$ cat src/rtl/comparator_tracker.sv
// Tallies one-hot comparator results (GT/EQ/LT), flags illegal codes and
// tracks the length of the current run of identical legal results.
module comparator_tracker #(
  parameter int CNT_W     = 8,
  parameter int STREAK_TH = 4
) (
  input  logic             clk,
  input  logic             rst,
  input  logic             in_valid,
  input  logic [0:2]       y,
  input  logic             clr,
  output logic [CNT_W-1:0] gt_cnt,
  output logic [CNT_W-1:0] eq_cnt,
  output logic [CNT_W-1:0] lt_cnt,
  output logic [CNT_W-1:0] err_cnt,
  output logic [CNT_W-1:0] streak_len,
  output logic             streak_hit,
  output logic             err_flag,
  output logic [1:0]       state
);

  typedef enum logic [1:0] {
    S_IDLE = 2'd0,
    S_GT   = 2'd1,
    S_EQ   = 2'd2,
    S_LT   = 2'd3
  } state_t;

  localparam logic [CNT_W-1:0] MAX_V = '1;
  localparam logic [CNT_W-1:0] ONE_V = CNT_W'(1);
  localparam logic [CNT_W-1:0] TH_V  = CNT_W'(STREAK_TH);

  state_t           state_q, state_d;
  logic [CNT_W-1:0] gt_q, gt_d, eq_q, eq_d, lt_q, lt_d, err_q, err_d;
  logic [CNT_W-1:0] streak_q, streak_d;
  logic             hit_q, hit_d;
  logic             flag_q, flag_d;

  logic             legal;
  state_t           cat;
  logic             same_run;
  logic [CNT_W-1:0] len_next;

  function automatic logic [CNT_W-1:0] sat_inc(input logic [CNT_W-1:0] v);
    return (v == MAX_V) ? v : v + ONE_V;
  endfunction

  always_comb begin
    legal = 1'b1;
    cat   = S_IDLE;
    case (y)
      3'b100:  cat = S_GT;
      3'b010:  cat = S_EQ;
      3'b001:  cat = S_LT;
      default: legal = 1'b0;
    endcase
  end

  always_comb begin
    state_d  = state_q;
    gt_d     = gt_q;
    eq_d     = eq_q;
    lt_d     = lt_q;
    err_d    = err_q;
    streak_d = streak_q;
    flag_d   = flag_q;
    hit_d    = 1'b0;
    same_run = (state_q == cat);
    len_next = same_run ? sat_inc(streak_q) : ONE_V;

    if (in_valid) begin
      if (legal) begin
        case (cat)
          S_GT:    gt_d = sat_inc(gt_q);
          S_EQ:    eq_d = sat_inc(eq_q);
          S_LT:    lt_d = sat_inc(lt_q);
          default: ;
        endcase
        state_d  = cat;
        streak_d = len_next;
        // A saturated run holding at STREAK_TH must not re-fire.
        hit_d    = (len_next == TH_V) && (!same_run || streak_q != TH_V);
      end else begin
        err_d    = sat_inc(err_q);
        flag_d   = 1'b1;
        state_d  = S_IDLE;
        streak_d = '0;
      end
    end
  end

  always_ff @(posedge clk) begin
    if (rst || clr) begin
      state_q  <= S_IDLE;
      gt_q     <= '0;
      eq_q     <= '0;
      lt_q     <= '0;
      err_q    <= '0;
      streak_q <= '0;
      hit_q    <= 1'b0;
      flag_q   <= 1'b0;
    end else begin
      state_q  <= state_d;
      gt_q     <= gt_d;
      eq_q     <= eq_d;
      lt_q     <= lt_d;
      err_q    <= err_d;
      streak_q <= streak_d;
      hit_q    <= hit_d;
      flag_q   <= flag_d;
    end
  end

  assign gt_cnt     = gt_q;
  assign eq_cnt     = eq_q;
  assign lt_cnt     = lt_q;
  assign err_cnt    = err_q;
  assign streak_len = streak_q;
  assign streak_hit = hit_q;
  assign err_flag   = flag_q;
  assign state      = state_q;

endmodule

$ cat config.mk
export PLATFORM = sky130hd
export DESIGN_NAME = comparator_tracker
export DESIGN_NICKNAME = d
export VERILOG_FILES = /design/src/rtl/comparator_tracker.sv
export SDC_FILE = /design/constraint.sdc
export NUM_CORES = 1
export LEC_CHECK = 0
export BUFFER_PORTS_ARGS = -buffer_cell sky130_fd_sc_hd__buf_2
export CAP_MARGIN = 15
export CORE_AREA = 2 2 91 93
export CTS_CLUSTER_DIAMETER = 150
export CTS_CLUSTER_SIZE = 14
export DETAILED_ROUTE_END_ITERATION = 10
export DIE_AREA = 0 0 93 95
export HOLD_SLACK_MARGIN = 0.08
export PLACE_DENSITY_LB_ADDON = 0.3
export SLEW_MARGIN = 40
export SYNTH_ARGS = -nofsm -noshare
export SYNTH_HDL_FRONTEND = slang
export SYNTH_SLANG_ARGS = --single-unit
$ cat constraint.sdc
create_clock -name clk -period 1.6 [get_ports clk]
set_input_delay 0.32 -clock clk [delete_from_list [all_inputs] [get_ports clk]]
set_output_delay 0.32 -clock clk [all_outputs]
set_load 0.1 [all_outputs]
### Word level (Yosys, flattened, before mapping)

Cells that the tools add are included.

| word-level totals | value |
|---|---|
| bits in registers | 44 |
| latch bits | 0 |
| bits in writable memories | 0 |
| ROM bits | 0 |
| input bits | 7 |
| output and inout bits | 44 |
| logic and storage cells | 50 |
| memories kept | 0 |

| operators by class | value |
|---|---|
| add/sub/neg operators | 5 |
| $mul | 0 |
| div/mod/pow operators | 0 |
| $lt $le $gt $ge | 0 |
| equal/unequal tests | 14 |
| shift operators | 0 |
| muxes and demuxes | 6 |
| bitwise operators | 6 |
| reductions and logical operators | 11 |

Operator list:

| operator | count |
|---|---|
| $add 8x1->8 const B | 5 |
| $eq 8x8->1 const B | 5 |
| $mux 8 | 3 |
| $reduce_and 4->1 | 3 |
| $eq 8x3->1 const B | 1 |
| $ne 8x3->1 const B | 1 |
| $not 1->1 | 6 |
| $pmux 2 s3 | 1 |
| $reduce_or 3->1 | 2 |
| $eq 2x2->1 const B | 2 |
| $eq 3x1->1 const B | 1 |
| $eq 3x2->1 const B | 1 |
| $eq 3x3->1 const B | 1 |
| $reduce_and 3->1 | 1 |
| $eq 2x1->1 const B | 1 |
| $eq 2x2->1 | 1 |
| $logic_or 1x1->1 | 2 |
| $mux 2 | 1 |
| $reduce_and 2->1 | 1 |
| $logic_and 1x1->1 | 1 |
| $logic_not 1->1 | 1 |
| $mux 1 | 1 |

### Logic depth before layout (Yosys ltp)

Gate-level depths: netlist of the first run.

| depth | value |
|---|---|
| depth in word-level cells | 6 |
| depth in mapped cells | 6 |
| mapped depth without buffers | 6 |

### Least setup slack after synthesis of the first run

OpenSTA, ideal clock, no wires.

| path | value |
|---|---|
| path kind | reg2reg |
| start point | reg streak_q[0], in the netlist streak_len[0] |
| end point | reg hit_q, in the netlist streak_hit |
| setup time | 88 ps |
| data arrival time | 2261 ps |
| data required time | 1512 ps |
| path slack | -749 ps |
| stages on the path, launching flop included | 7 |
| buffers on the path | 0 |
| period minus slack after synthesis | 2349 ps |
| cells stage by stage | dfxtp_1 -> ha_1 -> nand2_1 -> nor4b_1 -> a21oi_1 -> nand2b_1 -> nor4_2 |

| on the way | value |
|---|---|
| cells in the longest elaborated chain, start to end | 5 |
| elaborated cells between the ends (all ways) | 8 |
| classes of those cells | add/sub: 1; eq/ne: 3; mux: 2; reduce/logical: 2 |

Ends and longest elaborated chain:

| item | line | text |
|---|---|---|
| start, declared | 35 | `logic [CNT_W-1:0] streak_q, streak_d;` |
| start signal, assigned | 108 | `streak_q <= streak_d;` |
| $add 8x1->8 / $eq 8x8->1 (equally long branches) | 45 | `return (v == MAX_V) ? v : v + ONE_V;` |
| $mux 8 | 45 |  |
| $mux 8 | 69 | `len_next = same_run ? sat_inc(streak_q) : ONE_V;` |
| $eq 8x3->1 | 82 | `hit_d = (len_next == TH_V) && (!same_run \|\| streak_q != TH_V);` |
| $logic_and 1x1->1 (*) | 82 |  |
| end signal, assigned | 109 | `hit_q <= hit_d;` |
| end, declared | 36 | `logic hit_q, hit_d;` |

Every way passes the cells marked *; elsewhere a longest branch is shown, timed or not.
A chain may end at the register's enable or synchronous reset.

### Final worst setup path of the first run

| path | value |
|---|---|
| start point | reg state_q[0], in the netlist state[0] |
| end point | reg hit_q, in the netlist streak_hit |

| on the way | value |
|---|---|
| cells in the longest elaborated chain, start to end | 4 |
| elaborated cells between the ends (all ways) | 6 |
| classes of those cells | eq/ne: 2; mux: 1; reduce/logical: 3 |

Ends and longest elaborated chain:

| item | line | text |
|---|---|---|
| start, declared | 33 | `state_t state_q, state_d;` |
| start signal, assigned | 103 | `state_q <= state_d;` |
| $eq 2x2->1 (*) | 68 | `same_run = (state_q == cat);` |
| $mux 8 / $logic_not 1->1 (equally long branches) | 69, 82 |  |
| $eq 8x3->1 / $logic_or 1x1->1 (equally long branches) | 82 |  |
| $logic_and 1x1->1 (*) | 82 |  |

Marks and branches as above.

==> reports/summary.json, run 1 <==
{
  "slew_headroom": {"value": 0.6688},
  "postRouteWirelength": {"value": 5.589, "unit": "mm"},
  "detailroute.via_count": {"value": 2172},
  "timing.critical_path.from_type": {"value": "flop"},
  "ir_worst_vdd": {"value": 319.0, "unit": "uV"},
  "worstPathArrival": {"value": 1.84, "unit": "ns"},
  "final.min_clock_period": {"value": 1.634, "unit": "ns"},
  "layout.core_utilization": {"value": 0.4039},
  "crit_type": {"value": "flop to flop"},
  "ctsHtreeMaxLevel": {"value": 2},
  "grt_use_total": {"value": 0.1282},
  "mappedNetlistNets": {"value": 281},
  "area_of_the_core_region": {"value": 7928, "unit": "um2"},
  "highest_layer": {"value": "met4"},
  "gr-total-overflow": {"value": 0},
  "synth_enable_flop_cells": {"value": 0},
  "cp_slowest_cell": {"value": "sky130_fd_sc_hd__or4bb_4"},
  "vias_per_cell": {"value": 4.784},
  "cts_buf_count": {"value": 5},
  "setup_ws": {"value": -0.03434, "unit": "ns"},
  "detailroute.wirelength.met2": {"value": 2.536, "unit": "mm"},
  "fraction_of_final_layout_cells_sized_beyond_drive_strength_1": {"value": 0.4413},
  "r2r_cells": {"value": 5},
  "synth.distinct_cells": {"value": 54},
  "timing_max_transition_violations_final": {"value": 0},
  "initial_cell_density_of_the_core": {"value": 0.2915},
  "post_synth.cell_area_avg": {"value": 8.623, "unit": "um2"},
  "die-width": {"value": 93, "unit": "um"},
  "cpLargestDelayFamily": {"value": "simple AND/OR/NAND/NOR gates"},
  "outcome": {"value": "complete, but fails checks"},
  "seq_area_frac_synth": {"value": 0.3812},
  "ios": {"value": 51},
  "power.static_leakage": {"value": 1.252, "unit": "nW"},
  "ctsRootBufferMaster": {"value": "sky130_fd_sc_hd__clkbuf_8"},
  "totalNegativeSetupSlack": {"value": -0.07134, "unit": "ns"},
  "detail_route.drc_violations": {"value": 0},
  "antennaDiodeCount": {"value": 0},
  "crit_fanout": {"value": 8},
  "clock-skew-final": {"value": 0.008048, "unit": "ns"},
  "finalWeightedCongestion": {"value": 0.7680},
  "timing.fmax": {"value": 611.9, "unit": "MHz"},
  "final.period_utilization": {"value": 1.021},
  "netlist_instances": {"value": 268},
  "antenna_found_initial": {"value": 0},
  "hold_path.class": {"value": "flop to flop"},
  "cts_tree": {"value": "yes"},
  "reg2reg_slack": {"value": -0.03, "unit": "ns"},
  "die_height": {"value": 95, "unit": "um"},
  "crit_required": {"value": 1.81, "unit": "ns"},
  "synth_area": {"value": 2311, "unit": "um2"},
  "worstSkewPairLatency": {"value": 0.29, "unit": "ns"},
  "placement_row_count": {"value": 33},
  "io_buffer_count": {"value": 50},
  "setup-violations-final": {"value": 3},
  "clock_buffer_depth": {"value": 2},
  "finalHoldViolCount": {"value": 0},
  "clkTransAtPathRegs": {"value": 0.08, "unit": "ns"},
  "first_pass_iters": {"value": 4},
  "yosysWarningCount": {"value": 0},
  "hold-path-cell-count": {"value": 2},
  "grt_first_pass_wirelength": {"value": 9.190, "unit": "mm"},
  "hpwl": {"value": 4.148, "unit": "mm"},
  "failed_checks": {"value": "setup timing"},
  "syn_to_final_growth": {"value": 38.55, "unit": "%"},
  "antenna_violating_nets_post_route": {"value": 0},
  "ys_seq_elements": {"value": 44},
  "critical_path.max_stage_delay": {"value": 0.53, "unit": "ns"},
  "cp_num_buf_inv": {"value": 0},
  "largest_net_degree_at_the_start_of_global_routing": {"value": 39},
  "power-per-cell-area": {"value": 605.4, "unit": "nW/um2"},
  "drt-wirelength-per-cell": {"value": 12.31, "unit": "um"},
  "ys_dominant_reg_cell": {"value": "sky130_fd_sc_hd__dfxtp_1"},
  "grt_setup_unrepaired": {"value": "true"},
  "wl_met3": {"value": 231, "unit": "um"},
  "worstSetupEndpointType": {"value": "flop"},
  "full_die_area": {"value": 8835, "unit": "um2"},
  "layout.nets": {"value": 361},
  "worstPathCellList": {"value": "or4bb_4 -> a31oi_4 -> o21bai_4 -> nand2b_4 -> nor4_4"},
  "hold-worst-slack": {"value": 0.4619, "unit": "ns"},
  "maximum_capacitance_violations": {"value": 0},
  "number_of_cells_on_the_critical_path": {"value": 5},
  "numClockSinks": {"value": 44},
  "drt-initial-drc-count": {"value": 58},
  "via_count_of_the_first_global_routing_pass": {"value": 1995},
  "max_slew.worst_pin.slew": {"value": 0.5002, "unit": "ns"},
  "routed_metal_1_wire_length": {"value": 2.755, "unit": "mm"},
  "ys_async_sr_fraction": {"value": 0}
}
-- layout by cell type, fill, tap and decap left out, types with 2 or more instances in the layout --
cell and instances:
sky130_fd_sc_hd__a21oi_1 12, sky130_fd_sc_hd__a31oi_1 2, sky130_fd_sc_hd__a41oi_1 2, sky130_fd_sc_hd__and3_1 5
sky130_fd_sc_hd__and4_1 2, sky130_fd_sc_hd__buf_2 49, sky130_fd_sc_hd__buf_4 35, sky130_fd_sc_hd__clkbuf_1 3
sky130_fd_sc_hd__clkbuf_8 5, sky130_fd_sc_hd__dfxtp_1 2, sky130_fd_sc_hd__dfxtp_2 7, sky130_fd_sc_hd__dfxtp_4 35
sky130_fd_sc_hd__ha_1 4, sky130_fd_sc_hd__ha_4 2, sky130_fd_sc_hd__inv_1 7, sky130_fd_sc_hd__mux2i_1 3
sky130_fd_sc_hd__nand2_1 17, sky130_fd_sc_hd__nand3_1 16, sky130_fd_sc_hd__nand4_1 6, sky130_fd_sc_hd__nor2_1 39
sky130_fd_sc_hd__nor3_1 9, sky130_fd_sc_hd__nor4_1 2, sky130_fd_sc_hd__o211ai_1 2, sky130_fd_sc_hd__o21a_1 2
sky130_fd_sc_hd__o21ai_0 10, sky130_fd_sc_hd__o21ai_2 2, sky130_fd_sc_hd__o22a_1 2, sky130_fd_sc_hd__o22ai_1 2
sky130_fd_sc_hd__or2_2 2, sky130_fd_sc_hd__or3_1 4, sky130_fd_sc_hd__xnor2_1 19, sky130_fd_sc_hd__xor2_1 9
-- power by group --
part	switching (mW)	leakage [nW]	total [mW]	internal, mW
Clock	0.360	0.0395	0.671	0.311
Sequential	0.00841	0.387	1.05	1.04
Combinational	0.131	0.826	0.214	0.0834
Total	0.500	1.25	1.94	1.44
-- worst register-to-register path: cells and delay by family, from the launching register on --
| kind | cells | cell delay (ns) |
|---|---|---|
| AOI/OAI and AO/OA | 2 | 0.37 |
| DFF | 1 | 0.36 |
| and+or+nand+nor | 3 | 0.84 |
-- cells in the mapped netlist (all sizes together), types with 3 or more instances --
library cell	count	area share
dfxtp	44	0.38
nor2	39	0.063
xnor2	20	0.079
nand2	17	0.028
nand3	16	0.035
o21ai	13	0.028
a21oi	12	0.026
nor3	9	0.019
xor2	9	0.034
buf	8	0.021
inv	8	0.013
ha	6	0.032
nand4	6	0.016
and3	5	0.014
clkbuf	5	0.0087
or3	4	0.011
a31oi	3	0.015
and4	3	0.011
mux2i	3	0.013
nor4	3	0.011
-- state kept, by name, summed over array words and instances, names as in the netlist --
name        cells
eq_cnt          8
err_cnt         8
gt_cnt          8
lt_cnt          8
streak_len      8
state           2
err_flag        1
streak_hit      1
-- final timing paths --
kind,from,end
min reg2reg,err_flag$_SDFFE_PP0P_,err_flag$_SDFFE_PP0P_
max,state[0]$_SDFFE_PP0P_,streak_hit$_SDFF_PP0_
max reg2reg,state[0]$_SDFFE_PP0P_,streak_hit$_SDFF_PP0_
min,err_flag$_SDFFE_PP0P_,err_flag$_SDFFE_PP0P_
-- layout make-up --
cell class,instances,area (um2)
Timing Repair Buffer,86,535.5
Multi-Input combinational cell,203,1404
Clock buffer,8,80.08
Fill cell,834,4726
Sequential cell,44,1021
Inverter,8,30.03
Tap cell,105,131.4
-- metrics by stage --
step	total power [mW]	setup WS (ns)	area [um2]	std cells
detailed placement	1.290	-0.2647	3060	443
CTS	1.986	-0.05774	3171	454
global route	2.046	-0.08819	3202	454
floorplan	1.220	-0.1165	2505	268
finish	1.938	-0.03434	3202	454
global placement	1.289	-0.2055	3060	443
-- kinds of logic (layout without fill, tap and decap cells) --
group                    Yosys count  after routing  share of synthesized area
buffers and inverters             21            102                    0.04222
XOR/XNOR                          29             29                     0.1132
AND/OR/NAND/NOR                  117            117                     0.2658
multiplexers                       3              3                    0.01299
flip-flops                        44             44                     0.3812
adder cells (fa/ha/maj)            6              6                    0.03248
AO/OA/AOI/OAI                     48             48                     0.1521
-- metal layers --
metal | GRT usage | vias to the layer above
li1 | - | 1119
met5 | 0 | -
met2 | 0.2132 | 36
met1 | 0.1643 | 1012
met3 | 0.03113 | 5
met4 | 0.04044 | 0
-- what timing repair did --
action / 4_1_cts / 5_1_grt
hold buffers: 0 / 0
pin swaps: 2 / 2
buffers inserted: 3 / 0
setup endpoints to repair: 3 / 9
resized for setup: 3 / 6
Note: power is estimated with default switching activity, not from simulation.
==> inputs of run 2 (changes only) <==
- CORE_AREA: 2 2 91 93 -> 2 2 102 84
- DIE_AREA: 0 0 93 95 -> 0 0 104 86
==> run 2 against run 1 <==
  * The flow still finishes with violations (setup timing)
  * Sequential share of layout area is 0.57 points higher
  * Clock skew is 0.0038 ns lower
  * Combinational power hardly changed
  * Die area is 1.2% higher
  * Non-clock buffer count is 5 lower
  * Hold slack worse by 0.016 ns
  * Critical path type unchanged
==> reports/summary.json, run 2 (same netlist as run 1, synthesis figures left out) <==
{
  "clkTransAtPathRegs": {"value": 0.08, "unit": "ns", "change": "about the same"},
  "detailroute.via_count": {"value": 2166, "change": "-0.28%"},
  "placedCellCount": {"value": 443, "change": "unchanged"},
  "hold-worst-slack": {"value": 0.4454, "unit": "ns", "change": "-0.01647 ns"},
  "finish.cell_count_without_fillers": {"value": 452, "change": "-0.44%"},
  "reg2reg_slack": {"value": -0.04, "unit": "ns", "change": "about the same"},
  "fraction_of_final_layout_cells_sized_beyond_drive_strength_1": {"value": 0.4302, "change": "-0.01103"},
  "worstSetupEndpointType": {"value": "flop"},
  "syn_to_final_growth": {"value": 36.11, "unit": "%"},
  "power.share.combinational": {"value": 0.109, "change": "-0.002"},
  "hpwl": {"value": 4.137, "unit": "mm", "change": "-0.26%"},
  "grt_setup_unrepaired": {"value": "true"},
  "wl_met3": {"value": 294, "unit": "um", "change": "+27%"},
  "power.switching_fraction": {"value": 0.2608, "change": "+0.002909"},
  "ios": {"value": 51, "change": "unchanged"},
  "antennaDiodeCount": {"value": 0, "change": "unchanged"},
  "hold-path-cell-count": {"value": 2, "change": "unchanged"},
  "seqPwrFrac": {"value": 0.544, "change": "about the same"},
  "layout.nets": {"value": 356, "change": "-1.4%"},
  "pwr-share-clk": {"value": 0.347, "change": "about the same"},
  "full_die_area": {"value": 8944, "unit": "um2", "change": "+1.2%"},
  "min-delay-start": {"value": "err_flag$_SDFFE_PP0P_"},
  "drt-initial-drc-count": {"value": 46, "change": "-21%"},
  "outcome": {"value": "complete, but fails checks"},
  "crit_required": {"value": 1.81, "unit": "ns", "change": "about the same"},
  "maximum_capacitance_violations": {"value": 0, "change": "unchanged"},
  "drt-wirelength-per-cell": {"value": 12.60, "unit": "um", "change": "+2.3%"},
  "final-seq-area": {"value": 1021, "unit": "um2", "change": "unchanged"},
  "area_of_the_core_region": {"value": 7838, "unit": "um2", "change": "-1.1%"},
  "setup_ws": {"value": -0.04164, "unit": "ns", "change": "-0.007305 ns"},
  "largest_net_degree_at_the_start_of_global_routing": {"value": 39, "change": "unchanged"},
  "routed_metal_1_wire_length": {"value": 2.954, "unit": "mm", "change": "+7.2%"},
  "slew_headroom": {"value": 0.6683, "change": "about the same"},
  "layout_commonest_cell": {"value": "sky130_fd_sc_hd__buf_2"},
  "numClockSinks": {"value": 44, "change": "unchanged"},
  "ctsRootBufferMaster": {"value": "sky130_fd_sc_hd__clkbuf_8"},
  "layout_common_cells": {"value": "sky130_fd_sc_hd__buf_2, sky130_fd_sc_hd__nor2_1, sky130_fd_sc_hd__dfxtp_4"},
  "worstPathArrival": {"value": 1.85, "unit": "ns", "change": "about the same"},
  "highest_layer": {"value": "met4"},
  "max_slew.worst_pin.slew": {"value": 0.5011, "unit": "ns", "change": "+0.0008401 ns"},
  "cts_buf_count": {"value": 5, "change": "unchanged"},
  "final.fill_count": {"value": 818, "change": "-1.9%"},
  "io_buffer_count": {"value": 50, "change": "unchanged"},
  "via_count_of_the_first_global_routing_pass": {"value": 2040, "change": "+2.3%"},
  "placement_row_count": {"value": 29, "change": "-12%"},
  "finalWeightedCongestion": {"value": 0.8556, "change": "+11%"},
  "gr-total-overflow": {"value": 0, "change": "unchanged"},
  "timing_max_transition_violations_final": {"value": 0, "change": "unchanged"},
  "timing.fmax": {"value": 609.1, "unit": "MHz", "change": "-0.45%"},
  "switching_power": {"value": 0.5047, "unit": "mW", "change": "+0.99%"},
  "min_to": {"value": "err_flag$_SDFFE_PP0P_"},
  "timing.critical_path.from_type": {"value": "flop"},
  "clock-skew-final": {"value": 0.004211, "unit": "ns", "change": "-0.003837 ns"},
  "crit-reg2reg-capture": {"value": "streak_hit$_SDFF_PP0_"},
  "r2r_cells": {"value": 5, "change": "unchanged"},
  "power.static_leakage": {"value": 1.213, "unit": "nW", "change": "-3.1%"},
  "power-per-cell-area": {"value": 615.3, "unit": "nW/um2", "change": "+1.7%"},
  "final.min_clock_period": {"value": 1.642, "unit": "ns", "change": "+0.007305 ns"},
  "grt_first_pass_wirelength": {"value": 9.646, "unit": "mm", "change": "+5.0%"},
  "r2r-start": {"value": "state[1]$_SDFFE_PP0P_"},
  "clock_buffer_depth": {"value": 2, "change": "unchanged"},
  "first_pass_iters": {"value": 4, "change": "unchanged"},
  "hold_path.class": {"value": "flop to flop"},
  "grt_use_total": {"value": 0.1314, "change": "+0.003147"},
  "footprint_of_the_multi_input_gates": {"value": 1391, "unit": "um2", "change": "-0.89%"},
  "ctsHoldBuffers": {"value": 0, "change": "unchanged"},
  "internal-power": {"value": 1.431, "unit": "mW", "change": "-0.53%"},
  "final.period_utilization": {"value": 1.026, "change": "+0.004566"},
  "cts_tree": {"value": "yes"},
  "detail_route.drc_violations": {"value": 0, "change": "unchanged"},
  "postRouteWirelength": {"value": 5.694, "unit": "mm", "change": "+1.9%"},
  "detailroute.wirelength.met2": {"value": 2.387, "unit": "mm", "change": "-5.9%"},
  "ctsHtreeMaxLevel": {"value": 2, "change": "unchanged"},
  "die-width": {"value": 104, "unit": "um", "change": "+12%"},
  "finalHoldViolCount": {"value": 0, "change": "unchanged"},
  "crit_fanout": {"value": 9, "change": "+1"},
  "crit_type": {"value": "flop to flop"},
  "worstSkewPairLatency": {"value": 0.29, "unit": "ns", "change": "about the same"},
  "die_height": {"value": 86, "unit": "um", "change": "-9.5%"},
  "antenna_violating_nets_post_route": {"value": 0, "change": "unchanged"},
  "antenna_found_initial": {"value": 0, "change": "unchanged"},
  "ir_worst_vdd": {"value": 261.8, "unit": "uV", "change": "-18%"},
  "initial_cell_density_of_the_core": {"value": 0.2949, "change": "+0.003351"},
  "setup-violations-final": {"value": 3, "change": "unchanged"},
  "failed_checks": {"value": "setup timing"},
  "vias_per_cell": {"value": 4.792, "change": "+0.17%"}
}
## run 2: cell types whose count changed in the layout (fill, tap and decap cells not counted), sizes merged
cell    delta
clkbuf     -2
clkinv     +1
buf        -4
## run 2: worst max-delay path by stage
stage	startpoint	to	slack (ns)
after floorplan	state[1]$_SDFFE_PP0P_	streak_hit$_SDFF_PP0_	-0.12
after global placement	y[0]	eq_cnt[5]$_SDFFE_PP0P_	-0.25
after detailed placement	y[1]	streak_hit$_SDFF_PP0_	-0.23
after CTS	state[1]$_SDFFE_PP0P_	streak_hit$_SDFF_PP0_	-0.05
after global routing	state[1]$_SDFFE_PP0P_	streak_hit$_SDFF_PP0_	-0.13
final	state[1]$_SDFFE_PP0P_	streak_hit$_SDFF_PP0_	-0.04
## run 2: power groups by stage
stage | Combinational [mW] | Sequential [mW] | Clock, mW
floorplan | 0.0955 | 1.12 | 0
global placement | 0.206 | 1.08 | 0
detailed placement | 0.208 | 1.08 | 0
CTS | 0.211 | 1.05 | 0.715
global route | 0.227 | 1.06 | 0.757
finish | 0.211 | 1.05 | 0.671
## run 2: repair_timing
item | 4_1_cts | 5_1_grt
gates resized for setup | 0 | 5
pin swaps | 1 | 1
setup endpoints to repair | 3 | 12
setup buffers | 1 | 0
hold endpoints to repair | 0 | 0
## run 2: critical path, stage by stage (launching register included)
cell                       delay, ns
sky130_fd_sc_hd__dfxtp_4        0.36
sky130_fd_sc_hd__or4_4          0.54
sky130_fd_sc_hd__a31oi_4        0.22
sky130_fd_sc_hd__o21bai_4       0.13
sky130_fd_sc_hd__nand2b_1       0.18
sky130_fd_sc_hd__nor4_2         0.12
## run 2: layout make-up
class,count,share of cell area
Multi-Input combinational cell,203,0.4423
Sequential cell,44,0.3246
Timing Repair Buffer,81,0.1547
Tap cell,108,0.04296
Clock buffer,7,0.02426
Inverter,8,0.009547
Clock inverter,1,0.001591
## run 2: per-layer routing
metal  vias to the layer above  GRT usage
li1                       1105          -
met1                      1009     0.1828
met2                        48     0.1950
met3                         4    0.03571
met4                         0    0.04791
met5                         -          0
## run 2: stage by stage
step	power (mW)	setup TNS, ns	instance area, um2	util	setup WS (ns)
3_5_place_dp	1.288	-3.462	3029	0.3865	-0.2261
3_3_place_gp	1.286	-3.281	3029	0.3865	-0.2521
4_1_cts	1.979	-0.07688	3118	0.3978	-0.05230
2_1_floorplan	1.220	-0.3661	2505	-	-0.1165
5_1_grt	2.039	-0.5045	3146	0.4013	-0.1337
6_report	1.936	-0.07148	3146	0.4013	-0.04164
